**src/rtl/calc_pkg.sv**
```systemverilog
// Shared encodings for the calculator op sequencer: op select fields and FSM states.
package calc_pkg;

    localparam logic [1:0] OP_ADD     = 2'b00;
    localparam logic [1:0] OP_SUB     = 2'b01;
    localparam int         OP_MUL_BIT = 1;

    typedef enum logic [1:0] {
        IDLE = 2'd0,
        EXEC = 2'd1,
        DONE = 2'd2
    } state_t;

endpackage

```
**src/rtl/calc_wait_timer.sv**
```systemverilog
// 4-bit loadable down-counter timing the datapath settling window.
// Expire is combinational from the count; load wins over decrement, and decrement stops at 0.
module calc_wait_timer (
    input  logic       clk,
    input  logic       rst,
    input  logic       load,
    input  logic [3:0] load_val,
    input  logic       dec,
    output logic [3:0] value,
    output logic       expire
);

    logic [3:0] cnt_q;

    always_ff @(posedge clk) begin
        if (rst) begin
            cnt_q <= 4'd0;
        end else if (load) begin
            cnt_q <= load_val;
        end else if (dec && (cnt_q != 4'd0)) begin
            cnt_q <= cnt_q - 4'd1;
        end
    end

    assign value  = cnt_q;
    assign expire = (cnt_q == 4'd1);

endmodule

```
**src/rtl/calc_op_sequencer.sv**
```systemverilog
// Request/response sequencer for the 4-bit calculator: accept, hold operands W cycles, capture result.
// Accept-to-res_valid latency is W+1 cycles; requests stall until the held result is consumed.
module calc_op_sequencer
    import calc_pkg::*;
#(
    parameter int ADD_WAIT = 1,
    parameter int MUL_WAIT = 2,
    parameter int CNT_W    = 8
) (
    input  logic             clk,
    input  logic             rst,
    input  logic             req_valid,
    output logic             req_ready,
    input  logic [3:0]       req_x,
    input  logic [3:0]       req_y,
    input  logic [1:0]       req_op,
    input  logic             req_chain,
    output logic [3:0]       calc_x,
    output logic [3:0]       calc_y,
    output logic [1:0]       calc_op_sel,
    input  logic [7:0]       calc_result,
    input  logic             calc_carry,
    input  logic             calc_overflow,
    output logic             res_valid,
    input  logic             res_ready,
    output logic [7:0]       res_data,
    output logic             res_carry,
    output logic             res_overflow,
    output logic             busy,
    output logic [CNT_W-1:0] op_count
);

    localparam logic [3:0] ADD_W4 = 4'(ADD_WAIT);
    localparam logic [3:0] MUL_W4 = 4'(MUL_WAIT);

    state_t           state_q;
    logic [3:0]       calc_x_q, calc_y_q;
    logic [1:0]       calc_op_q;
    logic             res_valid_q, res_carry_q, res_ovf_q, have_prev_q;
    logic [7:0]       res_data_q;
    logic [CNT_W-1:0] op_count_q;

    logic             accept;
    logic [3:0]       wait_load_d;
    logic [3:0]       wait_value;
    logic             wait_expire;

    assign accept      = (state_q == IDLE) && req_valid;
    assign wait_load_d = req_op[OP_MUL_BIT] ? MUL_W4 : ADD_W4;

    calc_wait_timer u_wait_timer (
        .clk      (clk),
        .rst      (rst),
        .load     (accept),
        .load_val (wait_load_d),
        .dec      (state_q == EXEC),
        .value    (wait_value),
        .expire   (wait_expire)
    );

    always_ff @(posedge clk) begin
        if (rst) begin
            state_q     <= IDLE;
            calc_x_q    <= 4'd0;
            calc_y_q    <= 4'd0;
            calc_op_q   <= 2'd0;
            res_valid_q <= 1'b0;
            res_data_q  <= 8'd0;
            res_carry_q <= 1'b0;
            res_ovf_q   <= 1'b0;
            have_prev_q <= 1'b0;
            op_count_q  <= '0;
        end else begin
            case (state_q)
                IDLE: begin
                    if (accept) begin
                        // Chaining only makes sense once a result has been captured since reset.
                        calc_x_q  <= (req_chain && have_prev_q) ? res_data_q[3:0] : req_x;
                        calc_y_q  <= req_y;
                        calc_op_q <= req_op;
                        state_q   <= EXEC;
                    end
                end
                EXEC: begin
                    if (wait_expire) begin
                        res_data_q  <= calc_result;
                        res_carry_q <= calc_op_q[OP_MUL_BIT] ? 1'b0 : calc_carry;
                        res_ovf_q   <= calc_op_q[OP_MUL_BIT] ? 1'b0 : calc_overflow;
                        res_valid_q <= 1'b1;
                        have_prev_q <= 1'b1;
                        state_q     <= DONE;
                    end
                end
                DONE: begin
                    if (res_ready) begin
                        res_valid_q <= 1'b0;
                        state_q     <= IDLE;
                        if (op_count_q != {CNT_W{1'b1}}) begin
                            op_count_q <= op_count_q + 1'b1;
                        end
                    end
                end
                default: state_q <= IDLE;
            endcase
        end
    end

    assign req_ready    = (state_q == IDLE);
    assign busy         = (state_q != IDLE);
    assign calc_x       = calc_x_q;
    assign calc_y       = calc_y_q;
    assign calc_op_sel  = calc_op_q;
    assign res_valid    = res_valid_q;
    assign res_data     = res_data_q;
    assign res_carry    = res_carry_q;
    assign res_overflow = res_ovf_q;
    assign op_count     = op_count_q;

    logic unused_ok;
    assign unused_ok = ^wait_value;

endmodule

```
**config.mk**
```make
export PLATFORM = sky130hd
export DESIGN_NAME = calc_op_sequencer
export DESIGN_NICKNAME = d
export VERILOG_FILES = /design/src/rtl/calc_pkg.sv /design/src/rtl/calc_wait_timer.sv /design/src/rtl/calc_op_sequencer.sv
export SDC_FILE = /design/constraint.sdc
export NUM_CORES = 1
export LEC_CHECK = 0
export ABC_AREA = 1
export BUFFER_PORTS_ARGS = -buffer_cell sky130_fd_sc_hd__buf_2
export CAP_MARGIN = 20
export CORE_UTILIZATION = 44
export DETAILED_ROUTE_END_ITERATION = 10
export PLACE_DENSITY = 0.82
export SLEW_MARGIN = 20
export SYNTH_ARGS = -nofsm -noshare
export SYNTH_HDL_FRONTEND = slang
export SYNTH_SLANG_ARGS = --single-unit
```
**constraint.sdc**
```tcl
create_clock -name clk -period 1.15 [get_ports clk]
set_input_delay 0.23 -clock clk [delete_from_list [all_inputs] [get_ports clk]]
set_output_delay 0.23 -clock clk [all_outputs]
set_load 0.02 [all_outputs]
```
==> run_results.csv, run 1 <==
group,metric,value,unit
synthesis,synthMuxAreaShare,0,%
critical_path,r2r_start,"op_count[0]$_SDFFE_PP0P_",
power,powerDensity,1270,nW/µm²
placed_design,dp_cells,333,
power,power.internal,2190,µW
power,p_seq_share,45.0,%
synthesis,syn_area,1650,µm²
critical_path,arrival,0.95,ns
critical_path,criticalPathCategory,"register to output port",
power,switching_power,855,µW
route,drc,0,
sta,fin_ws,-0.0293,ns
route,wl_per_cell,12.1,µm
critical_path,crit_start,"state_q[0]$_SDFFE_PP0P_",
global_route,grt_pass1_wl,6530,µm
final_layout,final_cell_mix,"nand2_1 (49), buf_2 (47), nor2_1 (36)",
power,peakVddDrop,0.000840,V
floorplanning,fp.dieH,63.2,µm
placed_design,dp_slack,-0.0532,ns
cts,insertion_delay,0.29,ns
synthesis,synth_simple_gate_area_share,34.0,%
floorplanning,core_area,3470,µm²
floorplanning,dieArea,4000,µm²
route,detailedRoute.firstIterationViolations,79,
placed_design,io_buffer_count,55,
cts,clock_path_buffers,2,
outcome,violations,"negative setup slack",
min_path,min_from,"calc_result[4]",
sta,fin_skew,0.00396,ns
final_layout,areaGrowthSynthToFinish,44.7,%
floorplanning,pin_count,56,
route,antenna_left,0,
global_route,grt_max_degree,13,
sta,timing.final.crit_share,103,%
critical_path,timing.rr.end,"op_count[0]$_SDFFE_PP0P_",
sta,setup_viol,12,
final_layout,diodes,0,
global_route,grt_pass1_vias,1518,
min_path,min_path_type,"primary input to register",
sta,finalMaxSlewViolations,0,
outcome,status,"finished with violations",
cts,cts_root_buffer,"clkbuf_8",
route,vias_per_cell,4.85,
floorplanning,chipWidth,63.2,µm
sta,max_freq,848,MHz
cts,cts_hold_buf,0,
cts,cts_tree,"built",
sta,worst_slew_pin_slew,0.221,ns
placed_design,post_dp_cell_area,2080,µm²
route,wl,4140,µm
synthesis,mappedNetlistNets,252,
floorplanning,rows,21,
synthesis,yosysUniqueCellTypes,24,
critical_path,ff2ff_path_depth,7,
placed_design,gp_congestion,0.801,
synthesis,synth_top_family_by_area,"simple AND/OR/NAND/NOR gates",
floorplanning,initial_core_util,47.6,%
synthesis,synth_xor_area_share,1.06,%
final_layout,fin_area,2390,µm²
synthesis,synth_fa_ha_area_share,2.27,%
global_route,grt_util_all_layers,21.0,%
sta,rsz0062_at_grt,"yes",
critical_path,cp.required,0.92,ns
synthesis,synth_cells,224,
final_layout,mostFrequentLayoutCell,"nand2_1",
critical_path,rrSetupSlack,-0.02,ns
global_route,overflow,0,
cts,clk_pin_slew,0.07,ns
synthesis,avgSynthCellArea,7.37,µm²
sta,hold_viol_final,0,
placed_design,dp_hpwl,2900,µm
critical_path,worst_setup_path_end_kind,"output port",
critical_path,crit_path_end,"busy",
synthesis,ys.warnings.count,0,
power,cellLeakagePower,0.00115,µW
power,p_sw_share,28.1,%
final_layout,final_layout_size_suffix_gt1_share,46.3,%
sta,slew_headroom,85.2,%
synthesis,synth-seq-area-share,43.7,%
synthesis,ys_ff_latch,36,
cts,cts.sinks,36,
job,cap_violations,0,
synthesis,synth_compound_area_share,11.8,%
cts,cts_max_level,2,
cts,cts_inserted_buffers,5,
sta,min_period,1.18,ns
critical_path,critPathLaunchType,"register",
final_layout,finalNonFillerCells,342,
final_layout,nets,323,
power,p_comb_share,18.9,%
route,vias,1660,
critical_path,worstPathMaxFanout,4,
route,drtPass1Iterations,4,
power,power_frac_clock,36.1,%
global_route,grt_antenna_before_repair,0,
==> worst max-delay path, cell delays in order, from the launching register on <==
cell	delay (ns)
dfxtp_4	0.37
nor2_4	0.12
inv_2	0.05
buf_6	0.12
==> stage by stage <==
stage          hold slack [ns]  TNS [ns]  total power (µW)  util, %
3_5_place_dp             0.427    -0.263              1860     59.9
5_1_grt                  0.169     -2.09              3190     68.9
2_1_floorplan            0.365  -0.00833              1690        -
3_3_place_gp             0.423   -0.0600              1850     59.9
6_report                 0.159    -0.148              3040     68.9
4_1_cts                  0.158   -0.0481              2980     65.3
==> sequential cells by signal (all words and copies together), names as in the netlist <==
register,cells
calc_y,4
calc_op_sel,2
res_valid,1
res_overflow,1
state_q,2
calc_x,4
res_carry,1
have_prev_q,1
u_wait_timer.value,4
res_data,8
op_count,8
==> cell type report <==
cell class | count | area, µm²
Clock buffer | 6 | 72.6
Multi-Input combinational cell | 162 | 931
Inverter | 20 | 95.1
Tap cell | 46 | 57.6
Fill cell | 292 | 1080
Clock inverter | 2 | 35.0
Timing Repair Buffer | 70 | 449
Sequential cell | 36 | 748
==> power groups by stage <==
stage | Sequential (µW) | Combinational, µW | Clock (µW)
2_1_floorplan | 1450 | 242 | 0
3_5_place_dp | 1390 | 469 | 0
6_report | 1370 | 577 | 1100
4_1_cts | 1360 | 499 | 1120
5_1_grt | 1380 | 631 | 1180
3_3_place_gp | 1390 | 460 | 0
==> routing by layer <==
layer / part of all wire, % / vias up / global-route usage, %
met5: 0 / - / 0
met4: 1.6 / 0 / 8.52
met3: 4.2 / 6 / 4.53
met2: 48 / 50 / 34.5
met1: 47 / 746 / 26.5
li1: - / 858 / -
==> what timing repair did <==
action	4_1_cts	5_1_grt
endpoints found under the hold margin	0	0
endpoints found under the setup margin	24	29
pin swaps	3	15
gates resized for setup	27	38
buffers inserted	1	0
==> cell usage after synthesis <==
master,count,area share (%)
nor2_4,2,1.4
dfxtp_1,36,44
nand3_1,14,4.2
a21oi_2,3,1.6
o211ai_1,5,2.3
o21ai_1,8,2.4
nor2_2,3,1.1
o21ai_0,3,0.91
buf_6,2,1.4
nand2_2,5,1.9
xnor2_1,1,0.53
a21oi_1,12,3.6
buf_2,4,1.2
nor2_8,1,1.2
clkinv_2,1,0.30
nand2_1,54,12
nand2_4,2,1.4
ha_1,3,2.3
nand4_1,3,1.1
inv_2,5,1.1
inv_1,14,3.2
nor2_1,41,9.3
a21oi_4,1,0.99
xor2_1,1,0.53
==> how the worst min path moves through the flow <==
stage,endpoint,slack [ns],cells past startpoint
final,res_data[4]$_SDFFE_PP0P_,0.16,3
after CTS,res_data[2]$_SDFFE_PP0P_,0.16,3
after floorplan,res_data[0]$_SDFFE_PP0P_,0.36,2
after detailed placement,calc_y[0]$_SDFFE_PP0P_,0.43,2
after global placement,calc_y[1]$_SDFFE_PP0P_,0.42,2
after global routing,calc_y[3]$_SDFFE_PP0P_,0.17,3
==> cell families (layout without fill, tap and decap cells) <==
| logic type | count (synthesis) | in the layout |
|---|---|---|
| AOI/OAI and AO/OA | 32 | 32 |
| xor gates and xnor gates | 2 | 2 |
| adders and majority gates | 3 | 3 |
| buffers and inverters | 26 | 98 |
| DFF | 36 | 36 |
| and+or+nand+nor | 125 | 125 |
(Power assumes the default switching activity.)
==> run 2: changes to the inputs <==
--- a/config.mk
+++ b/config.mk
@@ -5,10 +5,9 @@
 export SDC_FILE = /design/constraint.sdc
 export NUM_CORES = 1
 export LEC_CHECK = 0
-export ABC_AREA = 1
 export BUFFER_PORTS_ARGS = -buffer_cell sky130_fd_sc_hd__buf_2
 export CAP_MARGIN = 20
-export CORE_UTILIZATION = 44
+export CORE_UTILIZATION = 43
 export DETAILED_ROUTE_END_ITERATION = 10
 export PLACE_DENSITY = 0.82
 export SLEW_MARGIN = 20
==> run 2 against run 1 <==
  * The flow still finishes with violations (negative setup slack)
  * Non-clock buffer count grew 24
  * Critical path depth is 3 higher
  * Flip-flop and latch count stayed put
  * Register-to-register slack lost 0.27 ns
  * Via count is 8.6% lower
  * Hold slack lost 0.028 ns
  * Synthesized cell count down 26%
  * Total power shrank 15%
  * Sequential power about the same
  * Critical path type is now register to register
  * Largest power group unchanged
==> run_results.csv, run 2 <==
group,metric,value,unit
power,powerDensity,1040,nW/µm²
placed_design,gp_congestion,0.740,
route,vias,1518,
critical_path,timing.rr.end,"u_wait_timer.value[1]$_SDFFE_PP0P_",
critical_path,worstPathMaxFanout,4,
power,power_frac_clock,23.2,%
placed_design,io_buffer_count,55,
floorplanning,fp.dieH,60.9,µm
min_path,min_path_type,"primary input to register",
min_path,hold_depth,3,
critical_path,r2r_start,"u_wait_timer.value[1]$_SDFFE_PP0P_",
global_route,grt_antenna_before_repair,0,
critical_path,criticalPathCategory,"register to register",
synthesis,avgSynthCellArea,8.99,µm²
critical_path,crit_path_top_delay_cell,"or3b_4",
global_route,grt_pass1_wl,6060,µm
placed_design,dp_slack,-0.258,ns
sta,rsz0062_at_grt,"yes",
sta,slew_headroom,80.8,%
job,cap_violations,0,
cts,clk_pin_slew,0.10,ns
synthesis,synth_cells,166,
route,vias_per_cell,4.96,
outcome,status,"finished with violations",
final_layout,fin_area,2490,µm²
floorplanning,rows,21,
route,wl,3990,µm
sta,setup_viol,42,
power,peakVddDrop,0.000759,V
synthesis,yosysUniqueCellTypes,33,
floorplanning,initial_core_util,44.7,%
power,switching_power,757,µW
sta,timing.final.crit_share,125,%
floorplanning,chipWidth,60.9,µm
critical_path,path_cells,"inv_2 -> ha_4 -> or3b_4 -> a31o_1 -> a21o_1 -> a21oi_2",
synthesis,mappedNetlistNets,194,
global_route,grt_max_degree,24,
sta,fin_ws,-0.290,ns
critical_path,worst-path-buf-inv,1,
global_route,overflow,0,
synthesis,synth-async-reset-ratio,0,%
final_layout,diodes,0,
critical_path,ff2ff_path_depth,6,
sta,worst_slew_pin_slew,0.288,ns
power,p_sw_share,29.1,%
power,total_power,2600,µW
power,p_comb_share,24.7,%
sta,max_freq,694,MHz
synthesis,yosys-top-cells-area,"dfxtp_1 (48%), mux2i_1 (6.0%), nand2_1 (6.0%)",
final_layout,areaGrowthSynthToFinish,66.6,%
sta,min_period,1.44,ns
critical_path,path_depth,6,
sta,hold_viol_final,0,
route,antenna_left,0,
synthesis,synth-seq-area-share,48.3,%
cts,insertion_delay,0.34,ns
floorplanning,dieArea,3710,µm²
final_layout,final_cell_mix,"buf_2 (46), buf_6 (25), dfxtp_1 (21)",
synthesis,synth.largest_area_cell,"dfxtp_1",
cts,cts_inserted_buffers,5,
route,wl_per_cell,13.0,µm
floorplanning,pin_count,56,
placed_design,dp_hpwl,2380,µm
sta,finalMaxSlewViolations,0,
min_path,min_from,"req_y[2]",
final_layout,nets,289,
outcome,violations,"negative setup slack",
route,drc,0,
critical_path,cp.required,1.42,ns
sta,fin_skew,0.0174,ns
placed_design,post_dp_cell_area,2080,µm²
synthesis,syn_area,1490,µm²
synthesis,ys.warnings.count,0,
cts,clock_path_buffers,2,
final_layout,final_layout_size_suffix_gt1_share,56.9,%
critical_path,arrival,1.71,ns
global_route,grt_util_all_layers,22.5,%
cts,cts_max_level,2,
cts,cts_root_buffer,"clkbuf_4",
floorplanning,core_area,3340,µm²
synthesis,synth_ff_type,"dfxtp_1",
placed_design,dp_cells,284,
route,detailedRoute.firstIterationViolations,44,
route,drtPass1Iterations,4,
critical_path,slowest_delay,0.39,ns
final_layout,utilization,74.5,%
synthesis,synth_edf_count,0,
critical_path,rrSetupSlack,-0.29,ns
power,power.internal,1840,µW
synthesis,netlist_top_cells_count,"dfxtp_1 (36), nand2_1 (24), nor2_1 (20)",
synthesis,synth_top_area_share,48.3,%
power,p_seq_share,52.1,%
final_layout,mostFrequentLayoutCell,"buf_2",
cts,cts_tree,"built",
final_layout,finalNonFillerCells,306,
global_route,grt_pass1_vias,1457,
min_path,min_to,"calc_y[2]$_SDFFE_PP0P_",
cts,cts_hold_buf,0,
critical_path,critPathLaunchType,"register",
power,cellLeakagePower,0.00114,µW
synthesis,ys_ff_latch,36,
critical_path,worst_setup_path_end_kind,"register",
critical_path,worst_path_dominant_cell_family,"compound AO/OA/AOI/OAI gates",
cts,cts.sinks,36,
synthesis,synthMostInstantiatedCell,"dfxtp_1",
==> run 2: changes by cell type after synthesis, sizes merged, moves of 5 or more <==
cell,before,now
nand2,61,24
nand3,14,9
nor2,47,20
o21ai,11,5
inv,19,4
mux2i,0,9
==> run 2: power groups by stage <==
| stage | Clock (µW) | Combinational (µW) | Sequential, µW |
|---|---|---|---|
| floorplan | 0 | 249 | 1430 |
| global placement | 0 | 490 | 1380 |
| detailed placement | 0 | 501 | 1380 |
| CTS | 608 | 574 | 1360 |
| global route | 676 | 700 | 1360 |
| finish | 602 | 641 | 1350 |
==> run 2: metrics by stage <==
| stage | setup TNS (ns) | hold WS, ns |
|---|---|---|
| detailed placement | -3.04 | 0.445 |
| finish | -5.68 | 0.131 |
| global route | -8.46 | 0.119 |
| CTS | -4.87 | 0.129 |
| global placement | -2.36 | 0.438 |
| floorplan | -2.07 | 0.366 |
==> run 2: worst min-delay path, cell delays in order <==
cell and delay [ns]:
buf_2 0.09, nand2_1 0.05, a21oi_1 0.05
==> run 2: per-layer routing <==
metal	GRT usage, %	vias to the layer above	part of all wire [%]
met5	0	-	0
li1	-	770	-
met1	22.7	698	41
met3	7.04	7	5.1
met2	42.4	43	53
met4	9.42	0	1.4
==> run 2: what timing repair did <==
item	in CTS	in global routing
buffers inserted	9	7
endpoints found under the setup margin	39	48
gates cloned	1	0
pin swaps	15	15
resized for setup	43	31
==> run 2: cells by family after synthesis <==
logic type      synth area share (%)
compound gates                  11.9
fa+ha+maj                       2.51
buf+inv                         2.85
simple gates                    24.3
flops                           48.3
mux                             6.04
xor+xnor                        4.11
==> run 2: worst max path at each step <==
stage / from / to / slack [ns]
after detailed placement: u_wait_timer.value[1]$_SDFFE_PP0P_ / u_wait_timer.value[1]$_SDFFE_PP0P_ / -0.26
after floorplan: u_wait_timer.value[1]$_SDFFE_PP0P_ / u_wait_timer.value[1]$_SDFFE_PP0P_ / -0.20
after global placement: u_wait_timer.value[1]$_SDFFE_PP0P_ / u_wait_timer.value[1]$_SDFFE_PP0P_ / -0.22
after global routing: u_wait_timer.value[1]$_SDFFE_PP0P_ / u_wait_timer.value[1]$_SDFFE_PP0P_ / -0.36
after CTS: u_wait_timer.value[1]$_SDFFE_PP0P_ / u_wait_timer.value[1]$_SDFFE_PP0P_ / -0.28
final: u_wait_timer.value[1]$_SDFFE_PP0P_ / u_wait_timer.value[1]$_SDFFE_PP0P_ / -0.29
==> run 2: final cells by class <==
type,count,area (µm²)
clock buffer,6,41.3
fill,247,851
inverter,4,15.0
multi-input combinational,120,903
sequential,36,752
tap,46,57.6
timing repair buffer,94,717
